## src/rtl/button_input_conditioner_if.sv

```systemverilog
// Button bus between the board pins and the input conditioner.
// The board side (master) drives the raw pins and observes the conditioned
// level, edge pulses and toggle latch; the conditioner (slave) does the reverse.
interface button_input_conditioner_if #(
  parameter int N_BTN = 4
) ();

  logic [N_BTN-1:0] btn_raw;
  logic [N_BTN-1:0] btn_level;
  logic [N_BTN-1:0] btn_rise;
  logic [N_BTN-1:0] btn_fall;
  logic [N_BTN-1:0] btn_toggle;

  modport master (
    output btn_raw,
    input  btn_level,
    input  btn_rise,
    input  btn_fall,
    input  btn_toggle
  );

  modport slave (
    input  btn_raw,
    output btn_level,
    output btn_rise,
    output btn_fall,
    output btn_toggle
  );

endinterface

```

## src/rtl/button_input_conditioner.sv

```systemverilog
// Push-button input conditioner.
// Each channel: SYNC_STAGES-deep synchronizer, four-state debounce machine,
// registered one-cycle rise/fall pulses and a toggle latch that flips on every
// accepted press. Channels share only the clock and reset.
// Optional feature: define BTN_AUTOREPEAT_EN to add hold-to-repeat rise pulses
// (first after REPEAT_DELAY cycles held, then every REPEAT_PERIOD cycles).
// Without the macro no repeat logic exists and each press yields one rise pulse.
module button_input_conditioner #(
  parameter int N_BTN           = 4,
  parameter int SYNC_STAGES     = 2,
  parameter int DEBOUNCE_CYCLES = 16,
  parameter int REPEAT_DELAY    = 64,
  parameter int REPEAT_PERIOD   = 16
) (
  input  logic                      input_clock1_clk_1,
  input  logic                      input_reset_rst_0,
  button_input_conditioner_if.slave btn
);

  // Debounce counter only ever needs to hold 0..DEBOUNCE_CYCLES.
  localparam int CNT_W = $clog2(DEBOUNCE_CYCLES + 32'sd1);
  localparam logic [CNT_W-1:0] CNT_ZERO = CNT_W'(0);
  localparam logic [CNT_W-1:0] CNT_ONE  = CNT_W'(1);
  localparam logic [CNT_W-1:0] CNT_LAST = CNT_W'(DEBOUNCE_CYCLES - 32'sd1);
  // With a one-cycle debounce window a change is accepted straight from STABLE.
  localparam bit FAST_ACCEPT = (DEBOUNCE_CYCLES == 32'sd1);

`ifdef BTN_AUTOREPEAT_EN
  localparam int REP_MAX = (REPEAT_DELAY > REPEAT_PERIOD) ? REPEAT_DELAY : REPEAT_PERIOD;
  localparam int REP_W   = $clog2(REP_MAX + 32'sd1);
  localparam logic [REP_W-1:0] REP_ZERO        = REP_W'(0);
  localparam logic [REP_W-1:0] REP_ONE         = REP_W'(1);
  localparam logic [REP_W-1:0] REP_DELAY_LAST  = REP_W'(REPEAT_DELAY - 32'sd1);
  localparam logic [REP_W-1:0] REP_PERIOD_LAST = REP_W'(REPEAT_PERIOD - 32'sd1);
`endif

  typedef enum logic [1:0] {
    STABLE_LOW  = 2'b00,
    CHECK_HIGH  = 2'b01,
    STABLE_HIGH = 2'b10,
    CHECK_LOW   = 2'b11
  } deb_state_e;

  // Elaboration-time parameter sanity checks.
  if (SYNC_STAGES < 32'sd2 || SYNC_STAGES > 32'sd4) begin : g_bad_sync
    $error("button_input_conditioner: SYNC_STAGES must be in 2..4");
  end
  if (DEBOUNCE_CYCLES < 32'sd1) begin : g_bad_debounce
    $error("button_input_conditioner: DEBOUNCE_CYCLES must be >= 1");
  end
  if (REPEAT_DELAY < 32'sd1 || REPEAT_PERIOD < 32'sd1) begin : g_bad_repeat
    $error("button_input_conditioner: REPEAT_DELAY and REPEAT_PERIOD must be >= 1");
  end

  // sync_r[0] is the only flop that samples the asynchronous pins.
  logic [SYNC_STAGES-1:0][N_BTN-1:0] sync_r;

  // Synchronizer shift chain for all channels.
  always_ff @(posedge input_clock1_clk_1) begin
    if (input_reset_rst_0) begin
      sync_r <= '0;
    end else begin
      sync_r <= {sync_r[SYNC_STAGES-2:0], btn.btn_raw};
    end
  end

  for (genvar c = 0; c < N_BTN; c++) begin : g_chan
    deb_state_e       state_r;
    logic [CNT_W-1:0] cnt_r;
    logic             level_r;
    logic             rise_req_r;
    logic             fall_req_r;
    logic             rise_r;
    logic             fall_r;
    logic             toggle_r;
    logic             s_s;
    logic             rep_pulse_s;

    assign s_s = sync_r[SYNC_STAGES-1][c];

`ifdef BTN_AUTOREPEAT_EN
    logic [REP_W-1:0] rep_cnt_r;
    logic             rep_first_r;
    logic             rep_req_r;
    logic [REP_W-1:0] rep_last_s;

    assign rep_last_s  = rep_first_r ? REP_DELAY_LAST : REP_PERIOD_LAST;
    assign rep_pulse_s = rep_req_r;

    // Hold timer: runs in STABLE_HIGH, freezes during CHECK_LOW so a release
    // bounce does not restart the cadence, clears in every other state.
    always_ff @(posedge input_clock1_clk_1) begin
      if (input_reset_rst_0) begin
        rep_cnt_r   <= REP_ZERO;
        rep_first_r <= 1'b1;
        rep_req_r   <= 1'b0;
      end else begin
        rep_req_r <= 1'b0;
        case (state_r)
          STABLE_HIGH: begin
            if (rep_cnt_r >= rep_last_s) begin
              rep_req_r   <= 1'b1;
              rep_cnt_r   <= REP_ZERO;
              rep_first_r <= 1'b0;
            end else begin
              rep_cnt_r <= rep_cnt_r + REP_ONE;
            end
          end
          CHECK_LOW: begin
            rep_cnt_r <= rep_cnt_r;
          end
          default: begin
            rep_cnt_r   <= REP_ZERO;
            rep_first_r <= 1'b1;
          end
        endcase
      end
    end
`else
    assign rep_pulse_s = 1'b0;
`endif

    // Debounce state machine with registered level, edge pulses and toggle.
    // An accept sets a request flag together with the new level; the pulse
    // itself is emitted one cycle later so it follows the level update.
    always_ff @(posedge input_clock1_clk_1) begin
      if (input_reset_rst_0) begin
        state_r    <= STABLE_LOW;
        cnt_r      <= CNT_ZERO;
        level_r    <= 1'b0;
        rise_req_r <= 1'b0;
        fall_req_r <= 1'b0;
        rise_r     <= 1'b0;
        fall_r     <= 1'b0;
        toggle_r   <= 1'b0;
      end else begin
        rise_r     <= rise_req_r | rep_pulse_s;
        fall_r     <= fall_req_r;
        toggle_r   <= toggle_r ^ rise_req_r;
        rise_req_r <= 1'b0;
        fall_req_r <= 1'b0;
        case (state_r)
          STABLE_LOW: begin
            if (s_s) begin
              if (FAST_ACCEPT) begin
                state_r    <= STABLE_HIGH;
                level_r    <= 1'b1;
                rise_req_r <= 1'b1;
                cnt_r      <= CNT_ZERO;
              end else begin
                state_r <= CHECK_HIGH;
                cnt_r   <= CNT_ONE;
              end
            end else begin
              cnt_r <= CNT_ZERO;
            end
          end
          CHECK_HIGH: begin
            if (s_s) begin
              if (cnt_r >= CNT_LAST) begin
                state_r    <= STABLE_HIGH;
                level_r    <= 1'b1;
                rise_req_r <= 1'b1;
                cnt_r      <= CNT_ZERO;
              end else begin
                cnt_r <= cnt_r + CNT_ONE;
              end
            end else begin
              state_r <= STABLE_LOW;
              cnt_r   <= CNT_ZERO;
            end
          end
          STABLE_HIGH: begin
            if (!s_s) begin
              if (FAST_ACCEPT) begin
                state_r    <= STABLE_LOW;
                level_r    <= 1'b0;
                fall_req_r <= 1'b1;
                cnt_r      <= CNT_ZERO;
              end else begin
                state_r <= CHECK_LOW;
                cnt_r   <= CNT_ONE;
              end
            end else begin
              cnt_r <= CNT_ZERO;
            end
          end
          CHECK_LOW: begin
            if (!s_s) begin
              if (cnt_r >= CNT_LAST) begin
                state_r    <= STABLE_LOW;
                level_r    <= 1'b0;
                fall_req_r <= 1'b1;
                cnt_r      <= CNT_ZERO;
              end else begin
                cnt_r <= cnt_r + CNT_ONE;
              end
            end else begin
              state_r <= STABLE_HIGH;
              cnt_r   <= CNT_ZERO;
            end
          end
          default: begin
            state_r <= STABLE_LOW;
            level_r <= 1'b0;
            cnt_r   <= CNT_ZERO;
          end
        endcase
      end
    end

    assign btn.btn_level[c]  = level_r;
    assign btn.btn_rise[c]   = rise_r;
    assign btn.btn_fall[c]   = fall_r;
    assign btn.btn_toggle[c] = toggle_r;
  end

endmodule

```

## src/flat_wrapper.sv

```systemverilog
// flat-port wrapper written by rule: the top's interface ports become plain ports
module button_input_conditioner_flat 
#(
  parameter int N_BTN           = 4,
  parameter int SYNC_STAGES     = 2,
  parameter int DEBOUNCE_CYCLES = 16,
  parameter int REPEAT_DELAY    = 64,
  parameter int REPEAT_PERIOD   = 16
)
  (input_clock1_clk_1, input_reset_rst_0, btn_btn_raw, btn_btn_level, btn_btn_rise, btn_btn_fall, btn_btn_toggle);
  button_input_conditioner_if #(.N_BTN(N_BTN)) btn_i ();
  input  logic input_clock1_clk_1;
  input  logic input_reset_rst_0;
  input wire logic [$bits(btn_i.btn_raw)-1:0] btn_btn_raw;
  output wire logic [$bits(btn_i.btn_level)-1:0] btn_btn_level;
  output wire logic [$bits(btn_i.btn_rise)-1:0] btn_btn_rise;
  output wire logic [$bits(btn_i.btn_fall)-1:0] btn_btn_fall;
  output wire logic [$bits(btn_i.btn_toggle)-1:0] btn_btn_toggle;
  assign btn_i.btn_raw = btn_btn_raw;
  assign btn_btn_level = btn_i.btn_level;
  assign btn_btn_rise = btn_i.btn_rise;
  assign btn_btn_fall = btn_i.btn_fall;
  assign btn_btn_toggle = btn_i.btn_toggle;
  button_input_conditioner #(.N_BTN(N_BTN), .SYNC_STAGES(SYNC_STAGES), .DEBOUNCE_CYCLES(DEBOUNCE_CYCLES), .REPEAT_DELAY(REPEAT_DELAY), .REPEAT_PERIOD(REPEAT_PERIOD)) u_core (.input_clock1_clk_1(input_clock1_clk_1), .input_reset_rst_0(input_reset_rst_0), .btn(btn_i));
endmodule
```

## config.mk

```make
export PLATFORM = sky130hd
export DESIGN_NAME = button_input_conditioner_flat
export DESIGN_NICKNAME = d
export VERILOG_FILES = /design/src/rtl/button_input_conditioner_if.sv /design/src/rtl/button_input_conditioner.sv /design/src/flat_wrapper.sv
export SDC_FILE = /design/constraint.sdc
export NUM_CORES = 1
export LEC_CHECK = 0
export ABC_CLOCK_PERIOD_IN_PS = 1800
export BUFFER_PORTS_ARGS = -buffer_cell sky130_fd_sc_hd__buf_4
export CAP_MARGIN = 20
export CORE_ASPECT_RATIO = 0.75
export CORE_MARGIN = 2
export CORE_UTILIZATION = 52
export DETAILED_ROUTE_END_ITERATION = 12
export GPL_TIMING_DRIVEN = 0
export PLACE_DENSITY = 0.74
export REMOVE_ABC_BUFFERS = 1
export SLEW_MARGIN = 0
export SYNTH_ARGS = -nofsm -noshare
export SYNTH_HDL_FRONTEND = slang
export SYNTH_SLANG_ARGS = --single-unit
```

## constraint.sdc

```tcl
create_clock -name input_clock1_clk_1 -period 1.8 [get_ports input_clock1_clk_1]
set_input_delay 0 -clock input_clock1_clk_1 [delete_from_list [all_inputs] [get_ports input_clock1_clk_1]]
set_output_delay 0 -clock input_clock1_clk_1 [all_outputs]
set_load 0.01 [all_outputs]
```

==> impl_metrics.toml <==
[critical_path]
worst_ep_required_time_ps = 2020
crit_family = "compound AO/OA/AOI/OAI gates"
cp.buffers_inverters = 0
slowest_delay_ps = 350
crit_slowest_cell = "dfxtp_1"
worstPathCellList = "ha_2 -> and3_2 -> ha_1 -> nor2_4 -> a2111oi_4 -> a311o_2"
crit_arrival_ps = 1940
cp_max_fo = 4
r2r_cells = 6
startpoint_type = "flop"
cp.depth = 6
path_class = "reg2reg"
critPathCaptureType = "flop"

[min_path]
hp-class = "in2reg"
min_path_cells = 2

[pwr]
cellLeakagePower_nw = 1.067
power.density_nw_per_um2 = 909.0
vdd_drop_max_uv = 498.1

[run]
cap_violations = 0

[detailed_routing]
vias = 1568
vias_per_cell = 4.870
ant_nets = 0
drtIter0Drc = 50
routed_wirelength_um = 3466
routedWlPerCell_um = 10.76
drc = 0
dr.pass1.iters = 4

[synth]
yosys-top-cells-area = "dfxtp_1 50%, nor2b_1 5.2%, buf_4 5.0%, nor2_1 4.9%, ha_1 4.2%"
synth_top_area_share_pct = 50.31
yosysMostFrequentCell = "dfxtp_1"
synth.distinct_cells = 33
syn_area_sq_um = 2387
synthArstFlopShare_pct = 0
syn_avg_cell_area_sq_um = 9.744
yosys_warnings = 0
ys_ff_latch = 60
yosys-top-cells-count = "60 x dfxtp_1, 31 x nor2_1, 20 x nand2_1, 20 x nor2b_1, 16 x buf_4"
synth_edf_count = 0
synthFlopType = "dfxtp_1"
yosys.area.top_type = "dfxtp_1"
seq_area_frac_synth_pct = 50.31
synthCells = 245

[global_routing]
grt_pass1_vias = 1382
grt_pass1_wl_um = 6037
grt_usage_pct = 15.89
grt_max_degree = 31
grt-ovfl-total = 0
antenna_found_initial = 0

[timing]
finalHoldViolCount = 0
setup_viol = 0
fin_crit_sh_pct = 95.43
slew_viol_final = 0
relSlewSlack_pct = 62.55
period_minus_slack_ps = 1718
max_freq_ghz = 0.5822
finalClockSkew_ps = 5.050
tightest_slew_ps = 561.1

[floorplanning]
die_h_um = 62.68
dieArea_sq_um = 5155
die_x_um = 82.24
num_rows = 21
core_sq_um = 4441
top_level_ports = 22
start_util_pct = 53.76

[clock_network]
clockBufferDepth = 2
tritoncts = "built"
cts_root_buf = "clkbuf_8"
clock-sinks = 60
cts_max_level = 3
clkSlewWorstSetupHoldPaths_ps = 60
cts_buffers = 9
cts_setup_buffers = 0
clk_latency_ps = 330

[cells_and_area]
layout.nets = 274
diodes = 0
nFillCells = 384
syn2layout_area_growth_pct = 12.89
seq_area_sq_um = 1201
layout-drive-gt1-share_pct = 16.60
final_util_pct = 60.69
final_area_sq_um = 2695
multi_input_area_sq_um = 1003

[run_status]
status = "completed"

[placement]
dp_hpwl_um = 2287
portBuffers = 21
globalplace.congestion = 0.7906
dpl_cell_area_sq_um = 2476
[registers in the layout, indices dropped and copies added, names as in the netlist, named ones only]
signal and count:
u_core.g_chan.rise_req_r 4, u_core.g_chan.level_r 4, u_core.g_chan.rise_r 4, u_core.g_chan.fall_req_r 4, u_core.g_chan.fall_r 4, u_core.g_chan.cnt_r 20, u_core.g_chan.state_r 4, u_core.sync_r 4
u_core.g_chan.toggle_r 4, u_core.g_chan.s_s 4
[per-stage QoR]
stage | worst slack [ps] | total power, W | setup TNS, ps | hold slack (ps) | cells
after CTS | 15.70 | 0.002491 | 0 | 14.45 | 322
after floorplan | 45.39 | 0.001422 | 0 | 71.61 | 224
after detailed placement | -61.62 | 0.001455 | -61.62 | 221.0 | 302
after global routing | -12.41 | 0.002567 | -12.41 | 24.40 | 322
after global placement | -54.56 | 0.001454 | -54.56 | 212.1 | 302
final | 82.25 | 0.002450 | 0 | 30.73 | 322
[power breakdown]
group / switching, W / internal (W) / leakage, nW
registers: 0.0000162 / 0.00135 / 0.486
clock network: 0.000492 / 0.000526 / 0.0889
logic: 0.0000348 / 0.0000360 / 0.493
[worst register-to-register path, cell delays in order (launching register included)]
cell	delay [ps]
dfxtp_1	350
ha_2	210
and3_2	210
ha_1	220
nor2_4	170
a2111oi_4	90
a311o_2	350
[final timing paths]
path	from	endpoint	slack [ps]
hold / removal	input_reset_rst_0	u_core.g_chan[1].toggle_r	30
setup / recovery	u_core.g_chan[0].cnt_r[0]	u_core.g_chan[0].level_r	80
setup reg to reg	u_core.g_chan[0].cnt_r[0]	u_core.g_chan[0].level_r	80
hold reg to reg	u_core.sync_r[1]	u_core.g_chan[1].s_s	440
[logic make-up after synthesis]
| logic type | synth area share (%) |
|---|---|
| simple gates | 22.96 |
| compound gates | 8.386 |
| xor+xnor | 4.402 |
| buf+inv | 8.071 |
| fa+ha+maj | 4.193 |
| flops | 50.31 |
| mux | 1.677 |
[cells in the final DEF, fill, tap and decap left out, drive strengths merged, types with 6 or more instances in the layout]
master   n
nor2    31
a21oi    7
clkbuf  11
dfxtp   60
nor2b   20
ha       8
nand4   10
xnor2    8
buf     21
and4b    6
inv     14
nand2   20
[per-layer routing]
layer / GRT usage (%) / share of wire, % / vias to the layer above
li1: - / - / 841
met1: 21.05 / 51 / 700
met2: 20.16 / 41 / 22
met3: 9.104 / 6.0 / 5
met4: 8.125 / 1.6 / 0
met5: 0 / 0 / -
[layout make-up]
class | instances | share of cell area, %
inverter | 14 | 1.950
tap | 57 | 2.646
clock inverter | 5 | 1.021
clock buffer | 11 | 5.246
multi-input combinational | 150 | 37.23
sequential | 60 | 44.57
timing repair buffer | 25 | 7.335
[timing repair]
action	CTS	global route
setup endpoints to repair	1	1
hold buffers	4	0
hold endpoints to repair	4	0
pin swaps	0	1
gates resized for setup	1	2
gates cloned	0	0
(Power assumes the default switching activity.)
